**config.mk**
```make
export PLATFORM = sky130hd
export DESIGN_NAME = motion_enc_multi_if
export DESIGN_NICKNAME = d
export VERILOG_FILES = /design/src/rtl/motion_enc_pkg.sv /design/src/rtl/motion_enc_ch.sv /design/src/rtl/motion_enc_multi_if.sv
export SDC_FILE = /design/constraint.sdc
export NUM_CORES = 1
export LEC_CHECK = 0
export ABC_AREA = 1
export CORE_MARGIN = 10
export CORE_UTILIZATION = 60
export DETAILED_ROUTE_END_ITERATION = 8
export GPL_TIMING_DRIVEN = 0
export PLACE_DENSITY = 0.92
export SYNTH_ARGS = -nofsm -noshare
export SYNTH_HDL_FRONTEND = slang
export SYNTH_SLANG_ARGS = --single-unit
```
**constraint.sdc**
```tcl
create_clock -name clk -period 2.2 [get_ports clk]
set_input_delay 0.44 -clock clk [delete_from_list [all_inputs] [get_ports clk]]
set_output_delay 0.44 -clock clk [all_outputs]
set_load 0.02 [all_outputs]
```
**src/rtl/motion_enc_pkg.sv**
```systemverilog
// Shared types for the multi-channel quadrature encoder front end:
// quadrature states, calibration FSM encoding and the step decoder.
package motion_enc_pkg;

  localparam logic [1:0] QS_00 = 2'b00;
  localparam logic [1:0] QS_01 = 2'b01;
  localparam logic [1:0] QS_11 = 2'b11;
  localparam logic [1:0] QS_10 = 2'b10;

  typedef enum logic {CAL_IDLE = 1'b0, CAL_ARMED = 1'b1} cal_state_e;

  typedef enum logic [1:0] {STEP_NONE, STEP_FWD, STEP_REV, STEP_ILL} step_e;

  // {A,B} prev/cur -> step; forward order is 00->01->11->10->00
  function automatic step_e quad_step(input logic [1:0] prev, input logic [1:0] cur);
    step_e s;
    s = STEP_NONE;
    if (prev != cur) begin
      if ((prev ^ cur) == 2'b11) s = STEP_ILL;
      else begin
        case (prev)
          QS_00:   s = (cur == QS_01) ? STEP_FWD : STEP_REV;
          QS_01:   s = (cur == QS_11) ? STEP_FWD : STEP_REV;
          QS_11:   s = (cur == QS_10) ? STEP_FWD : STEP_REV;
          default: s = (cur == QS_00) ? STEP_FWD : STEP_REV;
        endcase
      end
    end
    return s;
  endfunction

endpackage

```
**src/rtl/motion_enc_ch.sv**
```systemverilog
// One encoder channel: sync, glitch filter, 4x decode, wrapping counter,
// index zero calibration and sticky illegal-transition flag.
module motion_enc_ch
  import motion_enc_pkg::*;
#(
  parameter int CNT_W    = 32,
  parameter int FILT_LEN = 4
) (
  input  logic             clk,
  input  logic             rst,
  input  logic             enc_a,
  input  logic             enc_b,
  input  logic             enc_z,
  input  logic             ch_en,
  input  logic             dir_inv,
  input  logic             zero_calib,
  input  logic             err_clr,
  output logic [CNT_W-1:0] cnt,
  output logic             filt_a,
  output logic             filt_b,
  output logic             filt_z,
  output logic             zero_flag,
  output logic             enc_err
);

  localparam int FC_W = $clog2(FILT_LEN);

  // bit order {A,B,Z} throughout
  logic [2:0]           raw_s1, raw_s2, filt, filt_d;
  logic [2:0][FC_W-1:0] fcnt;
  logic                 cal_d;
  cal_state_e           state, state_nxt;
  step_e                step;
  logic                 z_rise, cal_rise, zero_hit;

  always_ff @(posedge clk or negedge rst) begin
    if (!rst) begin
      raw_s1 <= '0;
      raw_s2 <= '0;
      cal_d  <= 1'b0;
    end else begin
      raw_s1 <= {enc_a, enc_b, enc_z};
      raw_s2 <= raw_s1;
      cal_d  <= zero_calib;
    end
  end

  // a level is accepted only after FILT_LEN consecutive disagreeing samples
  always_ff @(posedge clk or negedge rst) begin
    if (!rst) begin
      fcnt <= '0;
      filt <= '0;
    end else begin
      for (int i = 0; i < 3; i++) begin
        if (raw_s2[i] == filt[i]) fcnt[i] <= '0;
        else if (fcnt[i] == FC_W'(FILT_LEN - 1)) begin
          filt[i] <= raw_s2[i];
          fcnt[i] <= '0;
        end else fcnt[i] <= fcnt[i] + 1'b1;
      end
    end
  end

  assign step     = quad_step(filt_d[2:1], filt[2:1]);
  assign z_rise   = filt[0] & ~filt_d[0];
  assign cal_rise = zero_calib & ~cal_d;
  assign zero_hit = ch_en && (state == CAL_ARMED) && z_rise;

  always_comb begin
    state_nxt = state;
    if (!ch_en) state_nxt = CAL_IDLE;
    else begin
      case (state)
        CAL_IDLE:  if (cal_rise) state_nxt = CAL_ARMED;
        CAL_ARMED: if (z_rise)   state_nxt = CAL_IDLE;
        default:   state_nxt = CAL_IDLE;
      endcase
    end
  end

  // prev tracks even while disabled so re-enable never sees a stale step
  always_ff @(posedge clk or negedge rst) begin
    if (!rst) begin
      filt_d    <= '0;
      state     <= CAL_IDLE;
      cnt       <= '0;
      zero_flag <= 1'b0;
      enc_err   <= 1'b0;
    end else begin
      filt_d    <= filt;
      state     <= state_nxt;
      zero_flag <= zero_hit;
      if (zero_hit) cnt <= '0;
      else if (ch_en && step == STEP_FWD) cnt <= dir_inv ? cnt - CNT_W'(1) : cnt + CNT_W'(1);
      else if (ch_en && step == STEP_REV) cnt <= dir_inv ? cnt + CNT_W'(1) : cnt - CNT_W'(1);
      if (ch_en && step == STEP_ILL) enc_err <= 1'b1;
      else if (err_clr)              enc_err <= 1'b0;
    end
  end

  assign filt_a = filt[2];
  assign filt_b = filt[1];
  assign filt_z = filt[0];

endmodule

```
**src/rtl/motion_enc_multi_if.sv**
```systemverilog
// N-channel encoder front end: per-channel decoders plus a shared divider
// that snapshots all positions every SAMPLE_DIV cycles.
module motion_enc_multi_if
  import motion_enc_pkg::*;
#(
  parameter int NUM_CH     = 2,
  parameter int CNT_W      = 32,
  parameter int FILT_LEN   = 4,
  parameter int SAMPLE_DIV = 100
) (
  input  logic                    clk,
  input  logic                    rst,
  input  logic [NUM_CH-1:0]       enc_a_i,
  input  logic [NUM_CH-1:0]       enc_b_i,
  input  logic [NUM_CH-1:0]       enc_z_i,
  input  logic [NUM_CH-1:0]       ch_en_i,
  input  logic [NUM_CH-1:0]       dir_inv_i,
  input  logic [NUM_CH-1:0]       zero_calib_i,
  input  logic [NUM_CH-1:0]       err_clr_i,
  output logic [NUM_CH-1:0]       enc_a_o,
  output logic [NUM_CH-1:0]       enc_b_o,
  output logic [NUM_CH-1:0]       enc_z_o,
  output logic [NUM_CH-1:0]       zero_flag_o,
  output logic                    data_out_en_o,
  output logic [NUM_CH*CNT_W-1:0] data_out_o,
  output logic [NUM_CH-1:0]       enc_err_o
);

  localparam int DIV_W = $clog2(SAMPLE_DIV);

  logic [NUM_CH-1:0][CNT_W-1:0] cnt;
  logic [DIV_W-1:0]             div_cnt;
  logic                         snap;

  for (genvar k = 0; k < NUM_CH; k++) begin : g_ch
    motion_enc_ch #(.CNT_W(CNT_W), .FILT_LEN(FILT_LEN)) u_ch (
      .clk        (clk),
      .rst        (rst),
      .enc_a      (enc_a_i[k]),
      .enc_b      (enc_b_i[k]),
      .enc_z      (enc_z_i[k]),
      .ch_en      (ch_en_i[k]),
      .dir_inv    (dir_inv_i[k]),
      .zero_calib (zero_calib_i[k]),
      .err_clr    (err_clr_i[k]),
      .cnt        (cnt[k]),
      .filt_a     (enc_a_o[k]),
      .filt_b     (enc_b_o[k]),
      .filt_z     (enc_z_o[k]),
      .zero_flag  (zero_flag_o[k]),
      .enc_err    (enc_err_o[k])
    );
  end

  assign snap = (div_cnt == DIV_W'(SAMPLE_DIV - 1));

  // strobe and data are registered together so they appear in the same cycle
  always_ff @(posedge clk or negedge rst) begin
    if (!rst) begin
      div_cnt       <= '0;
      data_out_en_o <= 1'b0;
      data_out_o    <= '0;
    end else begin
      div_cnt       <= snap ? '0 : div_cnt + 1'b1;
      data_out_en_o <= snap;
      if (snap) data_out_o <= cnt;
    end
  end

endmodule
```
==> results of run 1 <==
[report_power, final]
part / switching [W] / internal, W
Clock: 0.00153 / 0.00173
Combinational: 0.00558 / 0.00254
Sequential: 0.000640 / 0.00404
[registers in the layout, summed over array words and instances (netlist names), 6 cells and up]
register / cells
data_out_o: 64
g_ch.u_ch.cnt: 64
g_ch.u_ch.fcnt: 12
div_cnt: 7
g_ch.u_ch.filt: 6
g_ch.u_ch.filt_d: 6
g_ch.u_ch.raw_s1: 6
g_ch.u_ch.raw_s2: 6
[worst max path at each step]
stage                              start              endpoint  slack, ns  cells after the start
floorplan            g_ch[0].u_ch.cnt[0]  g_ch[0].u_ch.cnt[30]       0.46                     11
global placement                     rst        data_out_o[63]      -6.54                      1
detailed placement            ch_en_i[0]   g_ch[0].u_ch.cnt[5]      -0.26                      7
CTS                  g_ch[0].u_ch.cnt[0]  g_ch[0].u_ch.cnt[26]     0.0006                     11
global route         g_ch[1].u_ch.cnt[0]  g_ch[1].u_ch.cnt[24]      0.002                     11
finish              g_ch[0].u_ch.filt[2]            enc_a_o[0]       0.07                      2
[cells in the mapped netlist (3+ instances only)]
| cell | n | area [um^2] |
|---|---|---|
| clkinv_1 | 3 | 11.3 |
| nor2_4 | 4 | 45.0 |
| xor2_1 | 40 | 350 |
| nor2_2 | 12 | 75.1 |
| nand4_1 | 17 | 106 |
| nand3_1 | 282 | 1410 |
| clkbuf_1 | 47 | 176 |
| nand2_2 | 3 | 18.8 |
| dfrtp_1 | 180 | 4500 |
| ha_1 | 11 | 138 |
| o21ai_0 | 112 | 561 |
| inv_1 | 141 | 529 |
| nor2_1 | 221 | 830 |
| buf_1 | 5 | 18.8 |
| nand2_1 | 531 | 1990 |
| xnor2_1 | 9 | 78.8 |
| buf_2 | 30 | 150 |
| o211ai_1 | 19 | 143 |
| o21ai_1 | 8 | 40.0 |
| nand3b_1 | 4 | 30.0 |
| a21oi_1 | 14 | 70.1 |
| nor3_1 | 18 | 90.1 |
| o22ai_1 | 4 | 25.0 |
| buf_4 | 15 | 113 |
[layout by cell type, fill, tap and decap left out, drive strengths merged, types with 19 or more instances in the layout]
cell,instances
clkdlybuf4s50,88
o211ai,19
nor2,237
o21ai,120
clkbuf,65
xor2,40
inv,150
nand2,535
dfrtp,180
buf,58
nand3,282
[logic make-up after synthesis]
| kind of cell | synth area share, % |
|---|---|
| buffers and inverters | 8.80 |
| multiplexers | 0.0973 |
| flip-flops | 38.9 |
| AND/OR/NAND/NOR | 40.0 |
| AO/OA/AOI/OAI | 7.32 |
| adder cells (fa/ha/maj) | 1.19 |
| XOR/XNOR | 3.71 |
[layer usage]
layer  part of all wire [%]  track usage (%)
met4                    1.9             8.21
met1                     43             42.5
met3                     12             6.58
met2                     44             44.4
met5                      0                0
[area by class of cell]
cell class                      instances  area share, %
Clock inverter                         14           1.39
Sequential cell                       180           33.3
Buffer                                 99           3.55
Inverter                              145           4.02
Timing Repair Buffer                   96           7.17
Tap cell                              260           2.40
Multi-Input combinational cell       1315           45.0
Clock buffer                           17           3.14
[metrics by stage]
stage	total power, W	hold WS, ns	TNS (ns)
after global placement	0.0121	0.333	-1181.06
after detailed placement	0.0124	0.341	-9.87
after CTS	0.0157	0.357	0
after global routing	0.0171	0.360	0
after floorplan	0.0102	0.144	0
final	0.0161	0.352	0
[what timing repair did]
item	CTS	global route
hold buffers	1	0
setup endpoints to repair	20	30
pin swaps	0	2
hold endpoints to repair	68	0
setup buffers	0	5
gates resized for setup	3	18
==> flow_metrics.env, run 1 <==
export IMPL_finalSetupViolations=0
export IMPL_layout_setup_ws_ns=0.0666
export IMPL_worstPathArrival_ns=1.69
export IMPL_synth_seq_cells=180
export IMPL_path_class="reg2out"
export IMPL_slew_viol_final=0
export IMPL_period_share_pct=97.0
export IMPL_crit_chain="buf_4, clkdlybuf4s50_1"
export IMPL_fin_util_pct=71.9
export IMPL_grt_pass1_vias=11603
export IMPL_path_clk_slew_ns=0.07
export IMPL_max_slew_margin_pct=47.5
export IMPL_antenna_found_initial=0
export IMPL_cts_sinks=180
export IMPL_syn_nets=1766
export IMPL_routed_via_count=12454
export IMPL_dp_cells=2089
export IMPL_cts_root_buffer="clkbuf_16"
export IMPL_wire_per_inst_um=18.2
export IMPL_avgSynthCellArea_um2=6.66
export IMPL_drive_gt1_share_pct=6.54
export IMPL_wirelength_um=38600
export IMPL_fillers=1547
export IMPL_max_stage_delay_ns=0.59
export IMPL_port_buffers=89
export IMPL_min_path_type="reg2reg"
export IMPL_die_height_um=159
export IMPL_slowest_stage="clkdlybuf4s50_1"
export IMPL_hold_path_end="g_ch[1].u_ch.raw_s2[0]"
export IMPL_placed_cell_area_mm2=0.0128
export IMPL_drv_cap=0
export IMPL_cts_buffer_depth=2
export IMPL_reg2reg_slack_ns=0.10
export IMPL_ir_drop_mv=0.765
export IMPL_rsz0062_at_grt="no"
export IMPL_syn_area_mm2=0.0116
export IMPL_gr_total_overflow=0
export IMPL_drt_pre_antenna_iters=6
export IMPL_initial_core_util_pct=61.5
export IMPL_track_usage_pct=29.7
export IMPL_design_area_mm2=0.0135
export IMPL_worst_pin_slew_ns=0.787
export IMPL_area_delta_synth_final_pct=16.9
export IMPL_powerDensity_mw_per_mm2=1190
export IMPL_dp_hpwl_um=28500
export IMPL_path_delay_family="buffers and inverters"
export IMPL_timing_fmax_ghz=0.469
export IMPL_cts_max_level=4
export IMPL_syn_inst=1739
export IMPL_synth_warnings=0
export IMPL_die_w_um=159
export IMPL_cp_start_kind="flip-flop"
export IMPL_synth_cell_types=33
export IMPL_dp_slack_ns=-0.261
export IMPL_path_buf_inv=2
export IMPL_cp_required_ns=1.76
export IMPL_yosys_most_used_dff="dfrtp_1"
export IMPL_r2r_end="g_ch[1].u_ch.cnt[19]"
export IMPL_post_drt_via_cell_ratio=5.86
export IMPL_dieArea_mm2=0.0253
export IMPL_final_seq_area_mm2=0.00451
export IMPL_cts_buffers=17
export IMPL_initialDrtViolationCount=1779
export IMPL_drtAntennaViolNets=0
export IMPL_clock_latency_ns=0.45
export IMPL_outcome="completed"
export IMPL_reg2regPathDepth=9
export IMPL_hold_depth=0
export IMPL_gp_congestion=1.02
export IMPL_clock_skew_ns=0.0174
export IMPL_finalNonFillerCells=2126
export IMPL_worstPathMaxFanout=7
export IMPL_diodes=0
export IMPL_drcViolationCount=0
export IMPL_ys_seq_area_share_pct=38.9
export IMPL_fp_row_count=50
export IMPL_min_period_ns=2.13
export IMPL_async_reset_ff_share_pct=100
export IMPL_multi_input_area_mm2=0.00609
export IMPL_coreArea_mm2=0.0188
export IMPL_finalHoldViolations=0
export IMPL_grt_pass1_wl_um=61600
export IMPL_end_kind="primary output"
export IMPL_cts_tree="built"
export IMPL_min_from="g_ch[1].u_ch.raw_s1[0]"
export IMPL_synth_edf_count=0
export IMPL_nets=1881
export IMPL_io_pins=91
export IMPL_leakagePower_nw=6.24
export IMPL_grt_max_degree=113
export IMPL_rr_startpoint="g_ch[1].u_ch.cnt[3]"
Note: power is estimated with default switching activity, not from simulation.
==> inputs of run 2 (changes only) <==
--- a/config.mk
+++ b/config.mk
@@ -7,10 +7,12 @@
 export LEC_CHECK = 0
 export ABC_AREA = 1
 export CORE_MARGIN = 10
-export CORE_UTILIZATION = 60
+export CORE_UTILIZATION = 40
 export DETAILED_ROUTE_END_ITERATION = 8
 export GPL_TIMING_DRIVEN = 0
-export PLACE_DENSITY = 0.92
+export HOLD_SLACK_MARGIN = 0.06
+export PLACE_DENSITY = 0.68
+export SKIP_CTS_REPAIR_TIMING = 1
 export SYNTH_ARGS = -nofsm -noshare
 export SYNTH_HDL_FRONTEND = slang
 export SYNTH_SLANG_ARGS = --single-unit
==> flow_metrics.env, run 2 (same netlist as run 1, synthesis figures left out) <==
export IMPL_outcome="completed"
export IMPL_met2WireLength_um=15500
export IMPL_track_usage_pct=21.4
export IMPL_drt_pre_antenna_iters=6
export IMPL_placed_cell_area_mm2=0.0130
export IMPL_initialDrtViolationCount=1257
export IMPL_max_stage_delay_ns=0.60
export IMPL_ir_drop_mv=0.712
export IMPL_die_height_um=190
export IMPL_finalSetupViolations=0
export IMPL_worstPathArrival_ns=1.68
export IMPL_dieArea_mm2=0.0361
export IMPL_design_area_mm2=0.0137
export IMPL_port_buffers=89
export IMPL_seqPwrFrac_pct=29.4
export IMPL_final_common_cell="nand2_1"
export IMPL_path_clk_slew_ns=0.08
export IMPL_cp_start_kind="flip-flop"
export IMPL_drive_gt1_share_pct=7.02
export IMPL_mostFrequentLayoutCells="530 x nand2_1, 281 x nand3_1, 216 x nor2_1"
export IMPL_cts_max_level=4
export IMPL_grt_max_degree=111
export IMPL_min_path_type="reg2reg"
export IMPL_rr_startpoint="g_ch[0].u_ch.filt[1]"
export IMPL_die_w_um=190
export IMPL_drcViolationCount=0
export IMPL_crit_chain="buf_4, clkdlybuf4s50_1"
export IMPL_fp_row_count=62
export IMPL_dp_hpwl_um=28900
export IMPL_drv_cap=0
export IMPL_p_int_w=0.00823
export IMPL_grt_pass1_wl_um=61500
export IMPL_routed_via_count=11900
export IMPL_initial_core_util_pct=40.4
export IMPL_end_kind="primary output"
export IMPL_cts_root_buffer="clkbuf_16"
export IMPL_top_regs="data_out_o (64), g_ch.u_ch.cnt (64), g_ch.u_ch.fcnt (12)"
export IMPL_area_delta_synth_final_pct=18.5
export IMPL_io_pins=91
export IMPL_min_period_ns=2.12
export IMPL_post_drt_via_cell_ratio=5.29
export IMPL_slew_viol_final=0
export IMPL_coreArea_mm2=0.0286
export IMPL_clock_latency_ns=0.47
export IMPL_cts_tree="built"
export IMPL_gp_congestion=1.01
export IMPL_gr_total_overflow=0
export IMPL_path_buf_inv=2
export IMPL_dr_max_layer_used="met4"
export IMPL_worstPathMaxFanout=7
export IMPL_cts_buffer_depth=2
export IMPL_slowest_stage="clkdlybuf4s50_1"
export IMPL_wire_per_inst_um=17.0
export IMPL_p_sw_share_pct=48.0
export IMPL_crit_start="g_ch[0].u_ch.filt[1]"
export IMPL_cts_buffers=17
export IMPL_path_class="reg2out"
export IMPL_clock_skew_ns=0.0158
export IMPL_leakagePower_nw=6.26
export IMPL_path_delay_family="buffers and inverters"
export IMPL_cts_sinks=180
export IMPL_powerDensity_mw_per_mm2=1150
export IMPL_fin_util_pct=47.9
export IMPL_switchingPower_w=0.00760
export IMPL_finalHoldViolations=0
export IMPL_max_slew_margin_pct=50.2
export IMPL_pwr_share_comb_pct=49.9
export IMPL_nets=1880
export IMPL_wl_met3_um=3880
export IMPL_min_from="g_ch[1].u_ch.raw_s1[1]"
export IMPL_period_share_pct=96.5
export IMPL_timing_fmax_ghz=0.471
export IMPL_wirelength_um=38200
export IMPL_grt_pass1_vias=11263
export IMPL_worst_pin_slew_ns=0.747
export IMPL_antenna_found_initial=0
export IMPL_drtAntennaViolNets=0
export IMPL_wl_met1_um=17800
export IMPL_clkPwrFrac_pct=20.7
export IMPL_cp_required_ns=1.76
run 2: changes by cell type in the layout (fill, tap and decap cells not counted), sizes merged:
cell / change
bufinv: -1
inv: -1
clkbuf: +1
clkinv: +1
buf: -2
clkinvlp: +2
diode: +1
run 2: power groups by stage:
stage	Sequential [W]	Clock, W	Combinational (W)
detailed placement	0.00470	0	0.00768
global route	0.00477	0.00345	0.00893
floorplan	0.00452	0	0.00566
finish	0.00465	0.00327	0.00790
global placement	0.00469	0	0.00752
CTS	0.00464	0.00333	0.00773
run 2: worst reg2reg max path, delay by kind of cell (launching register included):
| family | cells | cell delay, ns |
|---|---|---|
| AO/OA/AOI/OAI | 2 | 0.28 |
| buffers and inverters | 3 | 0.75 |
| flip-flops | 1 | 0.46 |
| AND/OR/NAND/NOR | 4 | 0.47 |
run 2: stage by stage:
step                hold slack [ns]  total power [W]  setup WS [ns]  setup TNS (ns)  instances
CTS                         -0.0787           0.0157         -0.125           -1.64       2245
detailed placement            0.336           0.0124         -0.512          -15.27       2213
floorplan                     0.144           0.0102          0.465               0       1739
finish                        0.350           0.0158         0.0771               0       2251
global placement              0.331           0.0122          -6.96        -1264.94       2212
global route                  0.360           0.0171       -0.00366        -0.00366       2250
run 2: final cells by class:
type | instances | area (um^2)
tap | 384 | 480
antenna | 1 | 2.50
clock buffer | 17 | 425
inverter | 145 | 548
buffer | 99 | 492
sequential | 180 | 4510
clock inverter | 15 | 204
timing repair buffer | 95 | 963
multi-input combinational | 1315 | 6100
fill | 2949 | 14900
run 2: layer usage:
| metal | GRT usage, % | up-vias |
|---|---|---|
| met1 | 30.4 | 5539 |
| met2 | 30.6 | 483 |
| met5 | 0 | - |
| met4 | 7.45 | 0 |
| met3 | 5.51 | 58 |
| li1 | - | 5820 |
run 2: worst paths after layout:
| check | end | slack [ns] | cells past startpoint |
|---|---|---|---|
| max in group asynchronous | g_ch[1].u_ch.cnt[12] | 0.75 | 3 |
| setup / recovery | enc_b_o[0] | 0.08 | 2 |
| setup reg to reg | g_ch[0].u_ch.cnt[5] | 0.12 | 9 |
| hold / removal | g_ch[1].u_ch.raw_s2[1] | 0.35 | 0 |
| hold reg to reg | g_ch[1].u_ch.raw_s2[1] | 0.35 | 0 |
| min in group asynchronous | g_ch[0].u_ch.cnt[25] | 0.50 | 2 |
==> inputs of run 3 (changes only) <==
--- a/config.mk
+++ b/config.mk
@@ -7,11 +7,11 @@
 export LEC_CHECK = 0
 export ABC_AREA = 1
 export CORE_MARGIN = 10
-export CORE_UTILIZATION = 40
+export CORE_UTILIZATION = 59
 export DETAILED_ROUTE_END_ITERATION = 8
 export GPL_TIMING_DRIVEN = 0
 export HOLD_SLACK_MARGIN = 0.06
-export PLACE_DENSITY = 0.68
+export PLACE_DENSITY = 0.91
 export SKIP_CTS_REPAIR_TIMING = 1
 export SYNTH_ARGS = -nofsm -noshare
 export SYNTH_HDL_FRONTEND = slang
==> flow_metrics.env, run 3 (same netlist as run 1, synthesis figures left out) <==
export IMPL_cts_max_level=4
export IMPL_reg2regPathDepth=9
export IMPL_drcViolationCount=0
export IMPL_rr_startpoint="div_cnt[0]"
export IMPL_drt_pre_antenna_iters=8
export IMPL_period_share_pct=97.2
export IMPL_dieArea_mm2=0.0256
export IMPL_r2r_end="data_out_o[41]"
export IMPL_hold_depth=0
export IMPL_grt_max_degree=117
export IMPL_dp_slack_ns=-0.410
export IMPL_p_sw_share_pct=49.1
export IMPL_cts_buffers=17
export IMPL_drive_gt1_share_pct=7.17
export IMPL_drv_cap=0
export IMPL_initialDrtViolationCount=1472
export IMPL_die_w_um=160
export IMPL_min_path_type="reg2reg"
export IMPL_antenna_found_initial=0
export IMPL_cp_required_ns=1.76
export IMPL_finalHoldViolations=0
export IMPL_slew_viol_final=0
export IMPL_mostFrequentLayoutCells="531 x nand2_1, 281 x nand3_1, 215 x nor2_1"
export IMPL_outcome="completed"
export IMPL_seqPwrFrac_pct=29.1
export IMPL_timing_fmax_ghz=0.467
export IMPL_clock_latency_ns=0.45
export IMPL_cts_tree="built"
export IMPL_setup_tns_ns=0
export IMPL_die_height_um=160
export IMPL_cp_start_kind="flip-flop"
export IMPL_post_drt_via_cell_ratio=5.83
export IMPL_switchingPower_w=0.00789
export IMPL_ir_drop_mv=0.766
export IMPL_nets=1884
export IMPL_cts_buffer_depth=2
export IMPL_wire_per_inst_um=18.1
export IMPL_cts_root_buffer="clkbuf_16"
export IMPL_wirelength_um=38700
export IMPL_initial_core_util_pct=59.7
export IMPL_path_class="reg2out"
export IMPL_leakagePower_nw=6.27
export IMPL_crit_start="g_ch[0].u_ch.filt[1]"
export IMPL_diodes=0
export IMPL_min_period_ns=2.14
export IMPL_reg2reg_slack_ns=0.10
export IMPL_track_usage_pct=29.7
export IMPL_gp_congestion=1.06
export IMPL_p_int_w=0.00818
export IMPL_cts_sinks=180
export IMPL_port_buffers=89
export IMPL_powerDensity_mw_per_mm2=1180
export IMPL_gr_total_overflow=0
export IMPL_worstPathArrival_ns=1.70
export IMPL_path_clk_slew_ns=0.08
export IMPL_clock_skew_ns=0.0150
export IMPL_fp_row_count=51
export IMPL_top_regs="data_out_o (64), g_ch.u_ch.cnt (64), g_ch.u_ch.fcnt (12)"
export IMPL_fillers=1655
export IMPL_layout_setup_ws_ns=0.0609
export IMPL_grt_pass1_vias=11754
export IMPL_coreArea_mm2=0.0194
export IMPL_pwr_share_comb_pct=50.9
export IMPL_dp_hpwl_um=28700
export IMPL_area_delta_synth_final_pct=17.4
export IMPL_io_pins=91
export IMPL_clkPwrFrac_pct=20.0
export IMPL_drtAntennaViolNets=0
export IMPL_holdWs_ns=0.357
export IMPL_routed_via_count=12441
export IMPL_end_kind="primary output"
export IMPL_dp_cells=2094
export IMPL_worstPathMaxFanout=7
export IMPL_max_slew_margin_pct=42.1
export IMPL_finalSetupViolations=0
export IMPL_finalNonFillerCells=2135
export IMPL_crit_end="enc_b_o[0]"
export IMPL_worst_pin_slew_ns=0.869
export IMPL_grt_pass1_wl_um=61900
export IMPL_final_common_cell="nand2_1"
-- run 3: changes by cell type in the layout (fill, tap and decap cells not counted), sizes merged --
cell	change
clkbuf	+2
clkinv	+5
bufinv	-1
inv	-3
clkinvlp	-1
buf	+2
diode	-1
-- run 3: layer usage --
metal	wire, um	GRT usage, %	vias to the layer above
met5	0	0	-
met4	824	8.60	0
met3	4350	7.07	81
met2	17200	45.9	686
met1	16300	40.5	5839
li1	-	-	5835
-- run 3: through the flow --
stage | util (%) | power, W | instance area, um^2
floorplan | - | 0.0102 | 11600
global placement | 66.0 | 0.0121 | 12800
detailed placement | 66.2 | 0.0125 | 12800
CTS | 69.4 | 0.0157 | 13500
global route | 70.1 | 0.0171 | 13600
finish | 70.1 | 0.0161 | 13600
-- run 3: critical path: stages (launching register included) --
cell and delay [ns]:
dfrtp_1 0.49, buf_4 0.16, clkdlybuf4s50_1 0.61
-- run 3: worst min-delay path by stage --
| stage | end | slack [ns] | startpoint |
|---|---|---|---|
| final | g_ch[0].u_ch.raw_s2[2] | 0.36 | g_ch[0].u_ch.raw_s1[2] |
| after global routing | g_ch[1].u_ch.raw_s2[0] | 0.36 | g_ch[1].u_ch.raw_s1[0] |
| after CTS | g_ch[0].u_ch.cnt[25] | -0.06 | rst |
| after detailed placement | g_ch[0].u_ch.raw_s2[0] | 0.34 | g_ch[0].u_ch.raw_s1[0] |
| after global placement | g_ch[1].u_ch.raw_s2[2] | 0.33 | g_ch[1].u_ch.raw_s1[2] |
| after floorplan | data_out_en_o | 0.14 | rst |
-- run 3: final cells by class --
cell class	count	area (um^2)	area share [%]
clock inverters	15	204	1.50
plain buffers	99	493	3.63
inverters	145	548	4.03
flip-flops and latches	180	4510	33.2
repair buffers	99	993	7.31
multi-input cells	1315	6090	44.8
well taps	265	332	2.44
clock buffers	17	425	3.13
-- run 3: power by group through the flow --
stage	Sequential, W	Combinational [W]	Clock (W)
finish	0.00467	0.00819	0.00321
global route	0.00476	0.00900	0.00335
CTS	0.00464	0.00783	0.00321
detailed placement	0.00471	0.00775	0
global placement	0.00467	0.00744	0
floorplan	0.00452	0.00566	0
